File: src/rtl/rom_loader_pkg.sv
// Shared types and defaults for the ROM download mapper: write FSM states,
// the buffered write entry and the default slot-to-bank map.
package rom_loader_pkg;

    typedef enum logic [0:0] {
        IDLE = 1'b0,
        WAIT = 1'b1
    } wr_state_t;

    // Entries carry a fixed-width address; only the low RAM_AW bits are used.
    localparam int ENTRY_AW = 32;

    typedef struct packed {
        logic [ENTRY_AW-1:0] addr;
        logic [7:0]          data;
    } rom_entry_t;

    localparam logic [26:0] DEFAULT_SLOT_BANKS = {9'h107, 9'h100, 9'h000};

endpackage

File: src/rtl/rom_loader_fifo.sv
// Small synchronous FIFO with full/empty flags; a push into a full FIFO is
// accepted when a pop happens in the same cycle. DEPTH must be a power of two.
module rom_loader_fifo #(
    parameter int DEPTH = 4,
    parameter int WIDTH = 8
) (
    input  logic             clk_sys,
    input  logic             reset_n,
    input  logic             push,
    input  logic [WIDTH-1:0] din,
    input  logic             pop,
    output logic [WIDTH-1:0] dout,
    output logic             full,
    output logic             empty
);

    localparam int AW = $clog2(DEPTH);

    logic [WIDTH-1:0] mem [DEPTH];
    logic [AW-1:0]    wr_ptr;
    logic [AW-1:0]    rd_ptr;
    logic [AW:0]      count;
    logic             do_push;
    logic             do_pop;

    assign full    = (count == (AW+1)'(DEPTH));
    assign empty   = (count == '0);
    assign do_pop  = pop && !empty;
    assign do_push = push && (!full || do_pop);
    assign dout    = mem[rd_ptr];

    always_ff @(posedge clk_sys or negedge reset_n) begin
        if (!reset_n) begin
            wr_ptr <= '0;
            rd_ptr <= '0;
            count  <= '0;
        end else begin
            if (do_push) wr_ptr <= wr_ptr + 1'b1;
            if (do_pop)  rd_ptr <= rd_ptr + 1'b1;
            case ({do_push, do_pop})
                2'b10:   count <= count + 1'b1;
                2'b01:   count <= count - 1'b1;
                default: ;
            endcase
        end
    end

    always_ff @(posedge clk_sys) begin
        if (do_push) mem[wr_ptr] <= din;
    end

endmodule

File: src/rtl/rom_loader.sv
// ROM download mapper: ioctl bytes -> per-slot SDRAM bank writes via a FIFO,
// with load tracking and CPU read mask. ROM_LOADER_CHECKSUM_EN adds csum.
module rom_loader
    import rom_loader_pkg::*;
#(
    parameter int                                SLOTS        = 3,
    parameter int                                SLOT_AW      = 14,
    parameter int                                RAM_AW       = 23,
    parameter logic [SLOTS*(RAM_AW-SLOT_AW)-1:0] SLOT_BANKS   = DEFAULT_SLOT_BANKS,
    parameter logic [RAM_AW-SLOT_AW-1:0]         RAM_BANK_TOP = 9'h100,
    parameter logic [7:0]                        INDEX        = 8'd0,
    parameter int                                FIFO_DEPTH   = 4
) (
    input  logic              clk_sys,
    input  logic              reset_n,
    input  logic              ioctl_download,
    input  logic [7:0]        ioctl_index,
    input  logic              ioctl_wr,
    input  logic [24:0]       ioctl_addr,
    input  logic [7:0]        ioctl_dout,
    output logic              ram_we,
    output logic [RAM_AW-1:0] ram_a,
    output logic [7:0]        ram_din,
    input  logic              ram_ack,
    output logic              busy,
    output logic [SLOTS-1:0]  loaded,
    input  logic [RAM_AW-1:0] q_a,
    output logic [7:0]        rom_mask,
    output logic              err_range,
    output logic              err_overrun
`ifdef ROM_LOADER_CHECKSUM_EN
    ,
    output logic [SLOTS*8-1:0] csum
`endif
);

    localparam int BW = RAM_AW - SLOT_AW;
    localparam int SW = 25 - SLOT_AW;

    logic             active, active_q, active_rise, strobe;
    logic [SW-1:0]    wr_slot;
    logic             slot_ok;
    logic [BW-1:0]    wr_bank;
    rom_entry_t       push_entry, head;
    logic             fifo_push, fifo_pop, fifo_full, fifo_empty;
    logic             range_set, overrun_set, ack_fire;
    logic [SLOTS-1:0] ack_hit;
    logic [BW-1:0]    q_bank;
    logic             q_readable;
    wr_state_t        state, state_next;
    logic             unused_bits;

    assign active      = ioctl_download && (ioctl_index == INDEX);
    assign active_rise = active && !active_q;
    assign strobe      = ioctl_wr && active;
    assign wr_slot     = ioctl_addr[24:SLOT_AW];
    assign slot_ok     = (wr_slot < SW'(SLOTS));
    assign range_set   = strobe && !slot_ok;
    // A full FIFO still takes the byte when the write side pops this cycle.
    assign fifo_push   = strobe && slot_ok && (!fifo_full || fifo_pop);
    assign overrun_set = strobe && slot_ok && fifo_full && !fifo_pop;
    assign unused_bits = ^{q_a[SLOT_AW-1:0], head.addr[ENTRY_AW-1:RAM_AW]};

    always_comb begin
        wr_bank = '0;
        for (int i = 0; i < SLOTS; i++) begin
            if (wr_slot == SW'(i)) wr_bank = SLOT_BANKS[i*BW +: BW];
        end
    end

    always_comb begin
        push_entry                   = '0;
        push_entry.addr[RAM_AW-1:0]  = {wr_bank, ioctl_addr[SLOT_AW-1:0]};
        push_entry.data              = ioctl_dout;
    end

    rom_loader_fifo #(
        .DEPTH (FIFO_DEPTH),
        .WIDTH ($bits(rom_entry_t))
    ) u_fifo (
        .clk_sys (clk_sys),
        .reset_n (reset_n),
        .push    (fifo_push),
        .din     (push_entry),
        .pop     (fifo_pop),
        .dout    (head),
        .full    (fifo_full),
        .empty   (fifo_empty)
    );

    always_ff @(posedge clk_sys or negedge reset_n) begin
        if (!reset_n) state <= IDLE;
        else          state <= state_next;
    end

    always_comb begin
        state_next = state;
        case (state)
            IDLE:    if (!fifo_empty) state_next = WAIT;
            WAIT:    if (ram_ack && fifo_empty) state_next = IDLE;
            default: state_next = IDLE;
        endcase
    end

    always_comb begin
        fifo_pop = 1'b0;
        ack_fire = 1'b0;
        case (state)
            IDLE: fifo_pop = !fifo_empty;
            WAIT: begin
                ack_fire = ram_ack;
                fifo_pop = ram_ack && !fifo_empty;
            end
            default: ;
        endcase
    end

    // ram_we is the WAIT state itself, so reset removes it asynchronously.
    assign ram_we = (state == WAIT);

    always_ff @(posedge clk_sys or negedge reset_n) begin
        if (!reset_n) begin
            ram_a   <= '0;
            ram_din <= '0;
        end else if (fifo_pop) begin
            ram_a   <= head.addr[RAM_AW-1:0];
            ram_din <= head.data;
        end
    end

    always_comb begin
        for (int i = 0; i < SLOTS; i++) begin
            ack_hit[i] = ack_fire && (ram_a[RAM_AW-1:SLOT_AW] == SLOT_BANKS[i*BW +: BW]);
        end
    end

    always_ff @(posedge clk_sys or negedge reset_n) begin
        if (!reset_n) begin
            active_q    <= 1'b0;
            loaded      <= '0;
            err_range   <= 1'b0;
            err_overrun <= 1'b0;
            busy        <= 1'b0;
        end else begin
            active_q    <= active;
            loaded      <= active_rise ? '0 : (loaded | ack_hit);
            err_range   <= range_set   | (err_range   && !active_rise);
            err_overrun <= overrun_set | (err_overrun && !active_rise);
            busy        <= active | !fifo_empty | ram_we;
        end
    end

    assign q_bank = q_a[RAM_AW-1:SLOT_AW];

    always_comb begin
        q_readable = (q_bank < RAM_BANK_TOP);
        for (int i = 0; i < SLOTS; i++) begin
            if (loaded[i] && q_bank == SLOT_BANKS[i*BW +: BW]) q_readable = 1'b1;
        end
    end

    always_ff @(posedge clk_sys or negedge reset_n) begin
        if (!reset_n) rom_mask <= 8'hFF;
        else          rom_mask <= q_readable ? 8'h00 : 8'hFF;
    end

`ifdef ROM_LOADER_CHECKSUM_EN
    always_ff @(posedge clk_sys or negedge reset_n) begin
        if (!reset_n) begin
            csum <= '0;
        end else if (active_rise) begin
            csum <= '0;
        end else begin
            for (int i = 0; i < SLOTS; i++) begin
                if (ack_hit[i]) csum[i*8 +: 8] <= csum[i*8 +: 8] + ram_din;
            end
        end
    end
`endif

endmodule
File: config.mk
export PLATFORM = sky130hd
export DESIGN_NAME = rom_loader
export DESIGN_NICKNAME = d
export VERILOG_FILES = /design/src/rtl/rom_loader_pkg.sv /design/src/rtl/rom_loader_fifo.sv /design/src/rtl/rom_loader.sv
export SDC_FILE = /design/constraint.sdc
export NUM_CORES = 1
export LEC_CHECK = 0
export CORE_ASPECT_RATIO = 0.7
export CORE_MARGIN = 2
export CORE_UTILIZATION = 54
export CTS_CLUSTER_DIAMETER = 50
export DETAILED_ROUTE_END_ITERATION = 8
export GPL_TIMING_DRIVEN = 0
export PLACE_DENSITY = 0.83
export SLEW_MARGIN = 40
export SYNTH_ARGS = -nofsm -noshare
export SYNTH_HDL_FRONTEND = slang
export SYNTH_SLANG_ARGS = --single-unit
File: constraint.sdc
create_clock -name clk_sys -period 5.37 [get_ports clk_sys]
set_input_delay 0.537 -clock clk_sys [delete_from_list [all_inputs] [get_ports clk_sys]]
set_output_delay 0.537 -clock clk_sys [all_outputs]
set_load 0.005 [all_outputs]
; ---- Word level (Yosys, flattened, before mapping)
; Memories as Yosys holds them, arrays and structs flattened. A register that Yosys moved wholly into a read port is not among the register bits.
; Index checks and enable logic that the tools add are counted.
[totals]
regBits = 23
ramBits = 124
input_bits = 69
wordCells = 81
mem_count = 1
[classes]
addsub = 4
order_cmp = 2
n_eq_ne = 9
muxes = 15
n_bitwise = 6
n_reduce_logical = 34
[memory_table]
columns = memory, depth, word_bits, read_ports, rd_clocked_by_memory_dff, wr, line
row1 = u_fifo.mem, 4, 31, 1, 1, 1, rom_loader_fifo.sv:19  ; logic [WIDTH-1:0] mem [DEPTH];
[op_table]
columns = cell, count
row1 = 9-bit equality test (second input constant), 4
row2 = 1-bit logical AND, 20
row3 = 9-bit logical NOT, 2
row4 = 9-bit two-way mux, 2
row5 = 11-bit by 1-bit equality test with 1-bit output (second input constant), 1
row6 = 11-bit by 2-bit equality test with 1-bit output (second input constant), 1
row7 = 11-bit by 2-bit less-than comparator with 1-bit output (second input constant), 1
row8 = 9-bit less-than comparator (second input constant), 1
row9 = 8-bit logical NOT, 1
row10 = 1-bit two-way mux, 8
row11 = 8-bit two-way mux, 1
row12 = 1-bit logical NOT, 7
row13 = 3-bit one-hot mux with 2 select lines, 1
row14 = 2-bit by 1-bit adder with 2-bit output (second input constant), 2
row15 = 1-bit bitwise OR, 4
row16 = 1-bit one-hot mux with 2 select lines, 2
row17 = 3-bit by 1-bit adder with 3-bit output (second input constant), 1
row18 = 3-bit equality test (second input constant), 1
row19 = 3-bit logical NOT, 1
row20 = 3-bit two-way mux, 1
row21 = 3-bit bitwise OR, 1
row22 = 3-bit by 1-bit subtractor with 3-bit output (second input constant), 1
row23 = 2-bit by 1-bit equality test with 1-bit output (second input constant), 1
row24 = 2-bit equality test (second input constant), 1
row25 = other kinds (3), 4

; ---- Longest topological paths before layout
[depth]
depth_word = 9
ltp_mapped = 10
depth_no_buf = 10

; ---- By module
; From an unflattened synthesis, not the netlist that was laid out.
[hier_totals]
hier_cells = 374
hier_area_um2 = 7911.3
[modules_own_cells]
columns = module, n_inst, cells_per_inst, area_per_inst_um2, seq_area_each_um2
row1 = rom_loader_fifo, 1, 248, 6188.4, 4979.8
row2 = rom_loader, 1, 126, 1722.9, 1002.2

; ---- Least setup slack after synthesis
; OpenSTA, ideal clock, no wires.
[synth_timing]
path_type = in2reg
startpoint = input ram_ack
endpoint = register u_fifo.count[2]
setup_ns = 0.079
arrival_ns = 2.255
required_time_ns = 5.291
setup_slack_ns = 3.036
path_stages = 9
path_cell_list = and2b_2 > nor2_2 > buf_6 > ha_1 > inv_1 > fa_1 > xor2_1 > nor2_1 > xor2_1
[synth_via]
elab_chain_cells = 7
[synth_lines]
columns = item, line
row1 = "start, declared", rom_loader.sv:24  ; input logic ram_ack,
row2 = 1-bit logical AND *, rom_loader.sv:112  ; fifo_pop = ram_ack && !fifo_empty;
row3 = 1-bit one-hot mux with 2 select lines *, rom_loader.sv:108  ; case (state)
row4 = 1-bit logical AND *, rom_loader_fifo.sv:28  ; assign do_pop = pop && !empty;
row5 = named net u_fifo.do_pop, rom_loader_fifo.sv:24  ; logic do_pop;
row6 = 1-bit logical OR, rom_loader_fifo.sv:29  ; assign do_push = push && (!full || do_pop);
row7 = 1-bit logical AND, rom_loader_fifo.sv:29
row8 = 2-bit by 1-bit equality test with 1-bit output or 2-bit equality test (tied branches), rom_loader_fifo.sv:40  ; case ({do_push, do_pop})
row9 = 3-bit one-hot mux with 2 select lines or 2-bit nonzero test (tied branches), -
row10 = "end signal, assigned", rom_loader_fifo.sv:41  ; 2'b10: count <= count + 1'b1;
row11 = "end signal, assigned", rom_loader_fifo.sv:42  ; 2'b01: count <= count - 1'b1;
row12 = "end, declared", rom_loader_fifo.sv:22  ; logic [AW:0] count;
; Mark *: on every way through the listed nets, which the timed path passes. The rest lies on a longest branch.
; A chain may end at the register's enable or synchronous reset.

; ---- Worst setup path in the final report
; Ends and elaborated chain as after synthesis.

==> key figures <==
Yosys
  – Synth Area in Adders: 0.0154
  – Compound-Gate Fraction of Synth Area: 0.0147
  – Top cell type by total area after synthesis: edfxtp_1
  – Post-synth EDFFs: 96
  – Post-synthesis cell count: 276
  – Post-synth cell types: 42
  – Synth Cell Area: 5380 µm²
  – Post-synth top area share: 0.536
  – Mux share of post-synthesis cell area: 0.153
  – Xor-xnor portion of the synthesized cell area: 0.00977
  – Largest family of logic cells by synthesized area: multiplexers
  – Avg Synthesized Cell Area: 19.5 µm²
  – Post-synth top flop: edfxtp_1
  – Yosys reg bits: 136
  – Fraction of registers with async set/reset: 0.294
  – Yosys Warn Count: 0
  – Synth area leaders: edfxtp_1 54%, dfrtp_1 18%, mux4_2 10%
  – Sequential share of the synthesized area: 0.722
  – Post-Synth Simple-Gate Area: 0.0472

Clock tree
  – CTS H-tree lvls: 4
  – CTS tree: done
  – Reg clk slew, reported paths: 0.05 ns
  – Hold buffers post-CTS: 0
  – Post-CTS Setup Bufs: 0
  – Clock Latency Late Sink: 0.41 ns
  – Clk root buf: clkbuf_16
  – Post-CTS sizing: 0
  – Clock tree buffer depth: 2
  – CTS buffer count: 17
  – TritonCTS Sinks: 136

Finish
  – Commonest non-fill, non-tap cell in the layout: edfxtp_1
  – Fill cells: 594
  – Fin nets: 469
  – Flip-flop and latch area: 3880 µm²
  – Area Overhead vs Synth: 31.0%
  – Commonest cells after routing, fill and taps aside: 96 x edfxtp_1, 94 x clkdlybuf4s50_1, 39 x dfrtp_1, 24 x mux4_2, 23 x mux2_2
  – Area taken by multi-input logic gates: 1310 µm²
  – Diode count: 0
  – Fraction of layout cells with a size suffix above 1: 0.273

Detailed routing
  – Drt drc: 0
  – Drt wl/cell: 18.9 µm
  – DR vias: 2814
  – Final wirelength: 10100 µm
  – DR vias/cell: 5.26
  – Number of antenna-violating nets in the routed design: 0
  – Drt initial violations: 148
  – First-pass DRT Iterations: 4

Timing
  – Fmax achieved: 0.361 GHz
  – Final worst-path cycle share: 0.515
  – Max-slew headroom: 0.527
  – Clk_skew: 0.00622 ns
  – RSZ-0062 raised after global routing: false
  – Tmin final: 2.77 ns
  – Hold Vio Cnt, Final: 0
  – Worst-margin pin slew: 0.709 ns
  – Setup_tns: 0 ns
  – Pins over their slew limit: 0
  – Final setup violation count: 0

Critical path
  – Crit-path max FO: 10
  – WS Path Type: in -> reg
  – WP data arrival: 3.09 ns
  – WP data required: 5.70 ns
  – Worst Setup Start Kind: primary input
  – Critical Path Sink Type: flip-flop

Die
  – Area of the die: 10800 µm²
  – # IOs: 115
  – Placeable Area: 9680 µm²
  – Die height: 87.5 µm
  – Std cell rows: 30
  – Width of the die: 123 µm
  – Starting Density: 0.555

Global route
  – Antenna violations before repair: 0
  – Largest net degree at the start of global routing: 41
  – Total grt overflow: 0
  – Vias in the first global route: 3002
  – Gr usage total: 0.206
  – First-pass GRT wire length: 15700 µm

Placement
  – Post-DP HPWL: 6460 µm
  – Placer congestion estimate: 0.706
  – I/O Buffers: 95

Pwr
  – Leakage: 0.00254 µW
  – Total power draw: 3290 µW
  – Power per cell area: 467 nW/µm²
  – Peak supply drop: 0.350 mV

Min path
  – Worst min path class: in -> async

Run status
  – Outcome: finished, final reports clean

Job
  – Max Cap Viol: 0
worst paths after layout:
kind	start	to	slack [ns]	cells past startpoint
worst max-delay path	ram_ack	u_fifo.count[2]	2.60	10
worst min-delay path	reset_n	loaded[2]	0.12	1
worst max register to register	ram_we	u_fifo.count[2]	2.85	9
worst min register to register	ram_a[1]	ram_a[1]	0.51	1
max in group asynchronous	reset_n	ram_a[3]	4.88	1
min in group clk_sys	ram_a[1]	ram_a[1]	0.51	1
synthesized netlist by cell type, types with 3 or more instances:
| library cell | count |
|---|---|
| inv_1 | 9 |
| nand2_1 | 4 |
| mux4_2 | 24 |
| and2_2 | 4 |
| xnor2_1 | 3 |
| dfrtp_1 | 39 |
| xor2_1 | 3 |
| ha_1 | 5 |
| buf_4 | 17 |
| edfxtp_1 | 96 |
| o21ai_0 | 3 |
| mux2_2 | 23 |
| nor3_1 | 3 |
| nor2_1 | 8 |
per-layer routing:
| layer | up-vias | routed length [µm] | track usage |
|---|---|---|---|
| li1 | 1283 | - | - |
| met1 | 1419 | 4180 | 0.263 |
| met2 | 104 | 5080 | 0.330 |
| met5 | - | 0 | 0 |
| met4 | 0 | 68 | 0.0754 |
| met3 | 8 | 762 | 0.0740 |
critical path, stage by stage:
cell,delay [ns]
clkdlybuf4s50_1,0.50
and2b_2,0.26
nor2_2,0.47
buf_6,0.24
ha_1,0.19
inv_1,0.06
fa_1,0.37
xor2_1,0.15
nor2_1,0.14
xor2_1,0.17
state kept, by name, summed over array words and instances, names as in the netlist:
name and count:
loaded 3, active_q 1, u_fifo.count 3, rom_mask 1
err_range 1, u_fifo.wr_ptr 2, ram_din 8, u_fifo.rd_ptr 2
busy 1, ram_we 1, ram_a 16, err_overrun 1
u_fifo.mem 96
kinds of logic (layout without fill, tap and decap cells):
family,count (synthesis),after routing
compound gates,9,9
xor+xnor,6,6
fa+ha+maj,6,6
buf+inv,31,158
flops,136,136
mux,49,49
other cells,1,5
simple gates,38,38
power by group:
group          switching, µW  internal [µW]  leakage, µW  total (µW)
logic                    327            552     0.000949         879
clock network            402            672     0.000278        1070
registers               84.1           1250      0.00132        1340
final cells by class:
class	count	share of cell area
tap	128	0.0227
clock inverter	12	0.0154
clock buffer	20	0.0620
inverter	9	0.00479
timing repair buffer	95	0.135
sequential	136	0.551
buffer	22	0.0231
multi-input combinational	113	0.186
per-stage QoR:
step                cells  utilization  setup WS, ns  instance area [µm²]  hold WS (ns)
CTS                   535        0.728          2.61                 7050         0.122
finish                535        0.728          2.60                 7050         0.119
detailed placement    503        0.671          2.21                 6500         0.495
global placement      503        0.672          2.28                 6500         0.485
floorplan             280            -          3.04                 5390         0.241
global route          535        0.728          2.41                 7050         0.147
Note: power is estimated with default switching activity, not from simulation.
